### config.mk
export PLATFORM = sky130hd
export DESIGN_NAME = sys_ctrl_rf
export DESIGN_NICKNAME = d
export VERILOG_FILES = /design/src/rtl/sys_ctrl_pkg.sv /design/src/rtl/sys_ctrl_tx_hold.sv /design/src/rtl/sys_ctrl_rf.sv
export SDC_FILE = /design/constraint.sdc
export NUM_CORES = 1
export LEC_CHECK = 0
export CORE_MARGIN = 2
export CORE_UTILIZATION = 30
export CTS_CLUSTER_DIAMETER = 40
export DETAILED_ROUTE_END_ITERATION = 12
export PLACE_DENSITY = 0.66
export SETUP_SLACK_MARGIN = 0.4
export SYNTH_ARGS = -nofsm -noshare
export SYNTH_HDL_FRONTEND = slang
export SYNTH_SLANG_ARGS = --single-unit
### constraint.sdc
create_clock -name clk -period 1.8 [get_ports clk]
set_input_delay 0.54 -clock clk [delete_from_list [all_inputs] [get_ports clk]]
set_output_delay 0.54 -clock clk [all_outputs]
set_load 0.01 [all_outputs]
### src/rtl/sys_ctrl_pkg.sv
// Shared types and constants for the register-file command controller.
// Build option CMD_ERR_RESP_EN (see sys_ctrl_rf) uses ERR_BYTE.
package sys_ctrl_pkg;

   localparam int DATA_W     = 8;
   localparam int ADDR_W     = 4;
   localparam int RD_TIMEOUT = 15;

   localparam logic [7:0] CMD_WR   = 8'hAA;
   localparam logic [7:0] CMD_RD   = 8'hBB;
   localparam logic [7:0] ERR_BYTE = 8'hEE;

   typedef enum logic [2:0] {
      IDLE    = 3'd0,
      WR_ADDR = 3'd1,
      WR_DATA = 3'd2,
      RD_ADDR = 3'd3,
      RD_WAIT = 3'd4,
      TX_SEND = 3'd5
   } state_e;

endpackage

### src/rtl/sys_ctrl_tx_hold.sv
// Holds the byte bound for the UART transmitter and issues its one-cycle request.
// tx_vld_o is a request the transmitter accepts in that same cycle; it is only raised while tx_busy_i is low.
module sys_ctrl_tx_hold #(
   parameter int DATA_W = 8
) (
   input  logic              clk_i,
   input  logic              rst_i,
   input  logic              cap_i,
   input  logic [DATA_W-1:0] cap_data_i,
   input  logic              tx_busy_i,
   output logic [DATA_W-1:0] tx_data_o,
   output logic              tx_vld_o
);

   logic [DATA_W-1:0] data_q;
   logic              pend_q;

   always_ff @(posedge clk_i) begin
      if (rst_i) begin
         data_q <= '0;
         pend_q <= 1'b0;
      end else if (cap_i) begin
         data_q <= cap_data_i;
         pend_q <= 1'b1;
      end else if (tx_vld_o) begin
         pend_q <= 1'b0;
      end
   end

   // Gated combinationally so the request lands on the very first idle cycle.
   assign tx_vld_o  = pend_q & ~tx_busy_i;
   assign tx_data_o = data_q;

endmodule

### src/rtl/sys_ctrl_rf.sv
// Command decoder between UART RX/TX and the 16x8 register file.
// Define CMD_ERR_RESP_EN to answer unknown opcodes and read timeouts with ERR_BYTE.
module sys_ctrl_rf #(
   parameter int                DATA_W     = sys_ctrl_pkg::DATA_W,
   parameter int                ADDR_W     = sys_ctrl_pkg::ADDR_W,
   parameter logic [DATA_W-1:0] CMD_WR     = sys_ctrl_pkg::CMD_WR,
   parameter logic [DATA_W-1:0] CMD_RD     = sys_ctrl_pkg::CMD_RD,
   parameter int                RD_TIMEOUT = sys_ctrl_pkg::RD_TIMEOUT
) (
   input  logic              clk,
   input  logic              RST,
   input  logic [DATA_W-1:0] RX_P_DATA,
   input  logic              RX_D_VLD,
   output logic              WrEn,
   output logic              RdEn,
   output logic [ADDR_W-1:0] Address,
   output logic [DATA_W-1:0] WrData,
   input  logic [DATA_W-1:0] RdData,
   input  logic              RdData_Valid,
   output logic [DATA_W-1:0] TX_P_DATA,
   output logic              TX_D_VLD,
   input  logic              TX_Busy
);

   import sys_ctrl_pkg::*;

   localparam int               CNT_W    = $clog2(RD_TIMEOUT + 1);
   localparam logic [CNT_W-1:0] CNT_LAST = CNT_W'(RD_TIMEOUT - 1);

   state_e            state_q;
   logic [CNT_W-1:0]  cnt_q;
   logic              wr_en_q;
   logic              rd_en_q;
   logic [ADDR_W-1:0] addr_q;
   logic [DATA_W-1:0] wr_data_q;
   logic              cap;
   logic [DATA_W-1:0] cap_data;
   logic              tx_fire;
   logic              rd_expire;

   // The wait counter shows RD_TIMEOUT-1 in the last cycle a read response is still accepted.
   assign rd_expire = (state_q == RD_WAIT) && !RdData_Valid && (cnt_q == CNT_LAST);

   always_comb begin
      cap      = 1'b0;
      cap_data = RdData;
      if (state_q == RD_WAIT && RdData_Valid) begin
         cap = 1'b1;
      end
`ifdef CMD_ERR_RESP_EN
      if (rd_expire) begin
         cap      = 1'b1;
         cap_data = DATA_W'(ERR_BYTE);
      end
      if (state_q == IDLE && RX_D_VLD && RX_P_DATA != CMD_WR && RX_P_DATA != CMD_RD) begin
         cap      = 1'b1;
         cap_data = DATA_W'(ERR_BYTE);
      end
`endif
   end

   always_ff @(posedge clk) begin
      if (RST) begin
         state_q   <= IDLE;
         cnt_q     <= '0;
         wr_en_q   <= 1'b0;
         rd_en_q   <= 1'b0;
         addr_q    <= '0;
         wr_data_q <= '0;
      end else begin
         wr_en_q <= 1'b0;
         rd_en_q <= 1'b0;
         case (state_q)
            IDLE: begin
               if (RX_D_VLD) begin
                  if (RX_P_DATA == CMD_WR)      state_q <= WR_ADDR;
                  else if (RX_P_DATA == CMD_RD) state_q <= RD_ADDR;
                  else if (cap)                 state_q <= TX_SEND;
               end
            end
            WR_ADDR: begin
               if (RX_D_VLD) begin
                  addr_q  <= RX_P_DATA[ADDR_W-1:0];
                  state_q <= WR_DATA;
               end
            end
            WR_DATA: begin
               if (RX_D_VLD) begin
                  wr_data_q <= RX_P_DATA;
                  wr_en_q   <= 1'b1;
                  state_q   <= IDLE;
               end
            end
            RD_ADDR: begin
               if (RX_D_VLD) begin
                  addr_q  <= RX_P_DATA[ADDR_W-1:0];
                  rd_en_q <= 1'b1;
                  cnt_q   <= '0;
                  state_q <= RD_WAIT;
               end
            end
            RD_WAIT: begin
               if (RdData_Valid)   state_q <= TX_SEND;
               else if (rd_expire) state_q <= cap ? TX_SEND : IDLE;
               else                cnt_q   <= cnt_q + 1'b1;
            end
            TX_SEND: begin
               if (tx_fire) state_q <= IDLE;
            end
            default: state_q <= IDLE;
         endcase
      end
   end

   sys_ctrl_tx_hold #(
      .DATA_W (DATA_W)
   ) u_tx_hold (
      .clk_i      (clk),
      .rst_i      (RST),
      .cap_i      (cap),
      .cap_data_i (cap_data),
      .tx_busy_i  (TX_Busy),
      .tx_data_o  (TX_P_DATA),
      .tx_vld_o   (tx_fire)
   );

   assign TX_D_VLD = tx_fire;
   assign WrEn     = wr_en_q;
   assign RdEn     = rd_en_q;
   assign Address  = addr_q;
   assign WrData   = wr_data_q;

endmodule

==> impl_metrics.ini, run 1 <==
[outcome]
outcome = finished, final reports clean

[yosys]
synth_flop_cell = dfxtp_1
synth-seq-cells = 30
synth_cells = 149
netlist_area_mm2 = 0.00126
yosys-top-cells-count = nand2_1 (36), dfxtp_1 (30), a21oi_1 (21)
ys_warn_count = 0
syn_avg_cell_area_um2 = 8.43
async_flop_share_pct = 0
ys_seq_area_share_pct = 47.8
post-synth-top-area-cell = dfxtp_1
synth_top_cells_by_area = dfxtp_1 (48%), nand2_1 (11%), a21oi_1 (8.4%), mux2i_1 (4.0%), nor2_1 (3.6%)
synth_edf_count = 0
synth_fp_nets = 172
synth_top_area_share_pct = 47.8
synth.most_common_cell = nand2_1
synth_cell_types = 34

[timing]
fmax_mhz = 690
hold_viol = 0
fin_crit_ns = 1.45
tightest_slew_ns = 0.325
rsz0062_at_grt = true
finalSetupTns_ns = 0
slew_headroom_pct = 78.4
drv_slew = 0
finalSetupViolCount = 0
clock_skew_ns = 0.00455
min_period_over_period_pct = 80.5
setup_slack_ns = 0.351

[layout]
drive_gt1_share_pct = 35.5
final-seq-area_um2 = 621
num_antenna_cells = 0
nFillCells = 413
syn2layout_area_growth_pct = 57.1
post-route-util_pct = 49.0
multi_input_area_um2 = 659
nNetsFinal = 239

[floorplanning]
initial_core_util_pct = 31.2
dieArea_mm2 = 0.00472
row_count = 23
die_y_um = 68.7
design.core.area_mm2 = 0.00403
ioPinCount = 44
die_x_um = 68.7

[critical_path]
critPathMaxFanout = 3
cp-start-kind = register
cp-end-kind = register
critPathArrivalTime_ns = 1.67
r2r_slack_ns = 0.35
crit_type = register to register
required_ns = 2.02

[route]
drtAntennaViolNets = 0
wl_per_cell_um = 12.2
num_vias = 1274
drc = 0
via_per_inst = 4.77
first_pass_iters = 4
routed_wl_um = 3270
drt_iter0_markers = 30

[placed_design]
place_congestion = 0.761
dp_slack_ns = -0.422
numPortBuffers = 43
dp_hpwl_um = 2140

[pwr]
power_per_cell_area_mw_per_mm2 = 656
ir_worst_vdd_mv = 0.395
totalPowerFinal_uw = 1290
leakage_uw = 0.000823

[flow_run]
cap_viol_max_count = 0

[cts]
cts_tree = done
numCtsBuffers = 5
htreeDepth = 2
clk_latency_ns = 0.28
root_buffer = clkbuf_8
ctsHoldBuffers = 0
clockBufferDepth = 2
cts_sinks = 30
clkSlewWorstSetupHoldPaths_ns = 0.06

[global_route]
grt_pass1_vias = 1188
gr-usage-all-layers_pct = 14.7
grt_pass1_wl_um = 5010
grt_max_degree = 30
overflow = 0
antenna_found_initial = 0

[hold_path]
hold_path.class = register to register
==> layout by cell type, fill, tap and decap left out, types with 3 or more instances in the layout <==
cell type,count
a21oi_1,20
buf_2,10
buf_4,23
clkbuf_2,7
clkbuf_8,6
clkdlybuf4s15_2,6
clkdlybuf4s50_1,8
dfxtp_1,20
dfxtp_2,7
dfxtp_4,3
dlygate4sd2_1,10
mux2i_1,5
nand2_1,36
nand3b_1,3
nor2_1,12
o21ai_1,3
==> state kept, by name, summed over array words and instances (netlist names) <==
signal	count
state_q	3
Address	4
u_tx_hold.tx_data_o	8
WrData	8
cnt_q	4
WrEn	1
RdEn	1
u_tx_hold.pend_q	1
==> critical path, cell delays in order (launching register included) <==
cell,delay (ns)
dfxtp_4,0.37
or3b_4,0.40
or4_4,0.49
a21oi_2,0.13
==> power by group <==
group / switching, uW / internal [uW] / total, uW
registers: 0.335 / 660 / 660
clock network: 243 / 308 / 551
logic: 34.1 / 49.5 / 83.5
total: 278 / 1020 / 1290
==> layout make-up <==
class	count	share of cell area [%]
Multi-Input combinational cell	110	33.4
Sequential cell	30	31.5
Timing Repair Buffer	68	27.1
Clock buffer	7	4.38
Tap cell	50	3.17
Clock inverter	1	0.254
Inverter	1	0.190
==> worst paths after layout <==
| path | startpoint | endpoint | cells after the start |
|---|---|---|---|
| min reg2reg | WrData[4]$_SDFFE_PP0P_ | WrData[4]$_SDFFE_PP0P_ | 2 |
| min | WrData[4]$_SDFFE_PP0P_ | WrData[4]$_SDFFE_PP0P_ | 2 |
| max reg2reg | state_q[2]$_SDFFE_PP0P_ | cnt_q[3]$_SDFFE_PP0P_ | 3 |
| max | state_q[2]$_SDFFE_PP0P_ | cnt_q[3]$_SDFFE_PP0P_ | 3 |
==> cell families (layout without fill, tap and decap cells) <==
kind of cell,count (synthesis),count (layout),synth area share [%]
muxes,5,5,3.98
and+or+nand+nor,72,72,28.4
buffers and inverters,9,77,3.68
adders and majority gates,2,2,1.99
DFF,30,30,47.8
AOI/OAI and AO/OA,30,30,13.4
xor gates and xnor gates,1,1,0.697
==> per-layer routing <==
layer  global-route usage (%)  up-vias  wire, um
met4                     8.09        0        70
met5                        0        -         0
met2                     25.4       38      1580
li1                         -      640         -
met1                     15.7      588      1380
met3                     5.03        8       237
==> per-stage QoR <==
stage          cell area, um^2  hold slack [ns]  std cells
3_3_place_gp              1840            0.442        250
4_1_cts                   2000            0.456        265
6_report                  1970            0.451        267
3_5_place_dp              1840            0.447        250
2_1_floorplan             1270            0.432        149
5_1_grt                   1970            0.474        267
==> timing repair <==
item,CTS,global route
setup buffers,7,2
hold endpoints to repair,0,0
gates resized for setup,87,31
pin swaps,7,5
endpoints found under the setup margin,52,39
Power figures use the tool's default switching activity.
==> run 2, diff against run 1 <==
Settings changed: PLACE_DENSITY 0.66 to 0.68.
Clock period 1.8 ns to 1.15 ns, I/O delays scaled along.
==> impl_metrics.ini, run 2 (synthesis results as in run 1) <==
[outcome]
outcome = complete, but fails checks
violations = negative setup slack

[critical_path]
path_cells = or3b_1 > or4_1 > a21oi_1
critPathArrivalTime_ns = 1.64
reg2regPathDepth = 3
r2r_slack_ns = -0.28
crit_type = register to register
reg2reg_to = cnt_q[3]$_SDFFE_PP0P_
required_ns = 1.36
reg2reg_from = state_q[1]$_SDFFE_PP0P_
critPathMaxFanout = 6
cp-end-kind = register
critPathSlowestCell = or4_1
max_stage_delay_ns = 0.47
cp-start-kind = register

[timing]
finalSetupViolCount = 30
rsz0062_at_grt = true
finalSetupTns_ns = -5.70
min_period_over_period_pct = 124
fin_crit_ns = 1.43
slew_headroom_pct = 78.9
fmax_mhz = 700
setup_slack_ns = -0.279
drv_slew = 0
tightest_slew_ns = 0.314
hold_viol = 0
clock_skew_ns = 0.00745

[placed_design]
place_congestion = 0.706
dp_hpwl_um = 2200
dpl_cell_area_mm2 = 0.00190
dp_slack_ns = -0.668
numPortBuffers = 43
dp.cells = 256

[hold_path]
hold_path.class = primary input to register
min_from = RX_P_DATA[5]
min_to = WrData[5]$_SDFFE_PP0P_
hold_depth = 3

[cts]
numCtsBuffers = 5
root_buffer = clkbuf_8
htreeDepth = 2
clockBufferDepth = 2
clk_latency_ns = 0.29
clkSlewWorstSetupHoldPaths_ns = 0.07
ctsHoldBuffers = 0
cts_sinks = 30
cts_tree = done

[route]
drt_iter0_markers = 21
wl_per_cell_um = 12.4
drtAntennaViolNets = 0
first_pass_iters = 4
drc = 0
num_vias = 1311
via_per_inst = 4.72
routed_wl_um = 3450

[flow_run]
cap_viol_max_count = 0

[layout]
syn2layout_area_growth_pct = 83.4
num_antenna_cells = 0
drive_gt1_share_pct = 51.3
mostFrequentLayoutCells = nand2_1 (31), buf_6 (30), buf_4 (25)
nNetsFinal = 250
layout.cells.most_common = nand2_1
finalInstanceArea_mm2 = 0.00230
layoutNonFillerInstCount = 278

[floorplanning]
row_count = 23
ioPinCount = 44
dieArea_mm2 = 0.00472
initial_core_util_pct = 31.2
design.core.area_mm2 = 0.00403
die_y_um = 68.7
die_x_um = 68.7

[pwr]
leakage_uw = 0.000946
power_per_cell_area_mw_per_mm2 = 1090
ir_worst_vdd_mv = 0.669

[global_route]
grt_max_degree = 30
overflow = 0
grt_pass1_wl_um = 5560
grt_pass1_vias = 1211
gr-usage-all-layers_pct = 16.3
antenna_found_initial = 0
## run 2: changes by cell type in the layout (fill, tap and decap cells not counted), moves of 4 or more
cell and delta:
a21oi_2 +5, clkbuf_2 -7, buf_6 +28, buf_2 -5
clkdlybuf4s15_2 -6, nand2_2 +4, dlygate4sd2_1 -4, a21oi_1 -5
dfxtp_2 +14, nand2_1 -5, dfxtp_1 -14
## run 2: worst max path at each step
stage,end,start,slack (ns),cells past startpoint
after global routing,WrData[1]$_SDFFE_PP0P_,state_q[2]$_SDFFE_PP0P_,-0.34,7
after detailed placement,TX_D_VLD,TX_Busy,-0.67,3
after CTS,cnt_q[3]$_SDFFE_PP0P_,state_q[1]$_SDFFE_PP0P_,-0.27,3
final,cnt_q[3]$_SDFFE_PP0P_,state_q[1]$_SDFFE_PP0P_,-0.28,3
after global placement,TX_D_VLD,TX_Busy,-0.66,3
after floorplan,cnt_q[3]$_SDFFE_PP0P_,state_q[2]$_SDFFE_PP0P_,-0.27,4
## run 2: area by class of cell
| type | instances | area [um^2] |
|---|---|---|
| fill | 369 | 1730 |
| timing repair buffer | 78 | 738 |
| multi-input combinational | 111 | 718 |
| sequential | 30 | 638 |
| clock buffer | 6 | 82.6 |
| tap | 50 | 62.6 |
| clock inverter | 2 | 60.1 |
| inverter | 1 | 3.75 |
## run 2: metrics by stage
| step | util [%] | power [uW] | hold WS [ns] |
|---|---|---|---|
| after floorplan | - | 1090 | 0.435 |
| after global placement | 47.1 | 1200 | 0.438 |
| after detailed placement | 47.1 | 1200 | 0.446 |
| after CTS | 55.4 | 2550 | 0.286 |
| after global routing | 57.2 | 2600 | 0.295 |
| final | 57.2 | 2510 | 0.295 |
## run 2: what timing repair did
action,4_1_cts,5_1_grt
gates resized for setup,180,15
buffers inserted,10,3
setup endpoints to repair,53,53
pin swaps,16,18
gates cloned,1,0
## run 2: per-layer routing
metal | vias to the layer above | routed length [um] | global-route usage, %
li1 | 670 | - | -
met1 | 597 | 1440 | 18.8
met2 | 38 | 1680 | 26.2
met3 | 6 | 272 | 7.31
met4 | 0 | 60 | 6.86
met5 | - | 0 | 0
## run 2: power breakdown
group	switching, uW	internal [uW]
combinational	58.0	80.1
clock	419	924
sequential	0.615	1030
total	478	2040
## run 2: critical path, delay by kind of cell, from the launching register on
family | cells | cell delay, ns
compound gates | 1 | 0.14
simple gates | 2 | 0.84
flops | 1 | 0.37
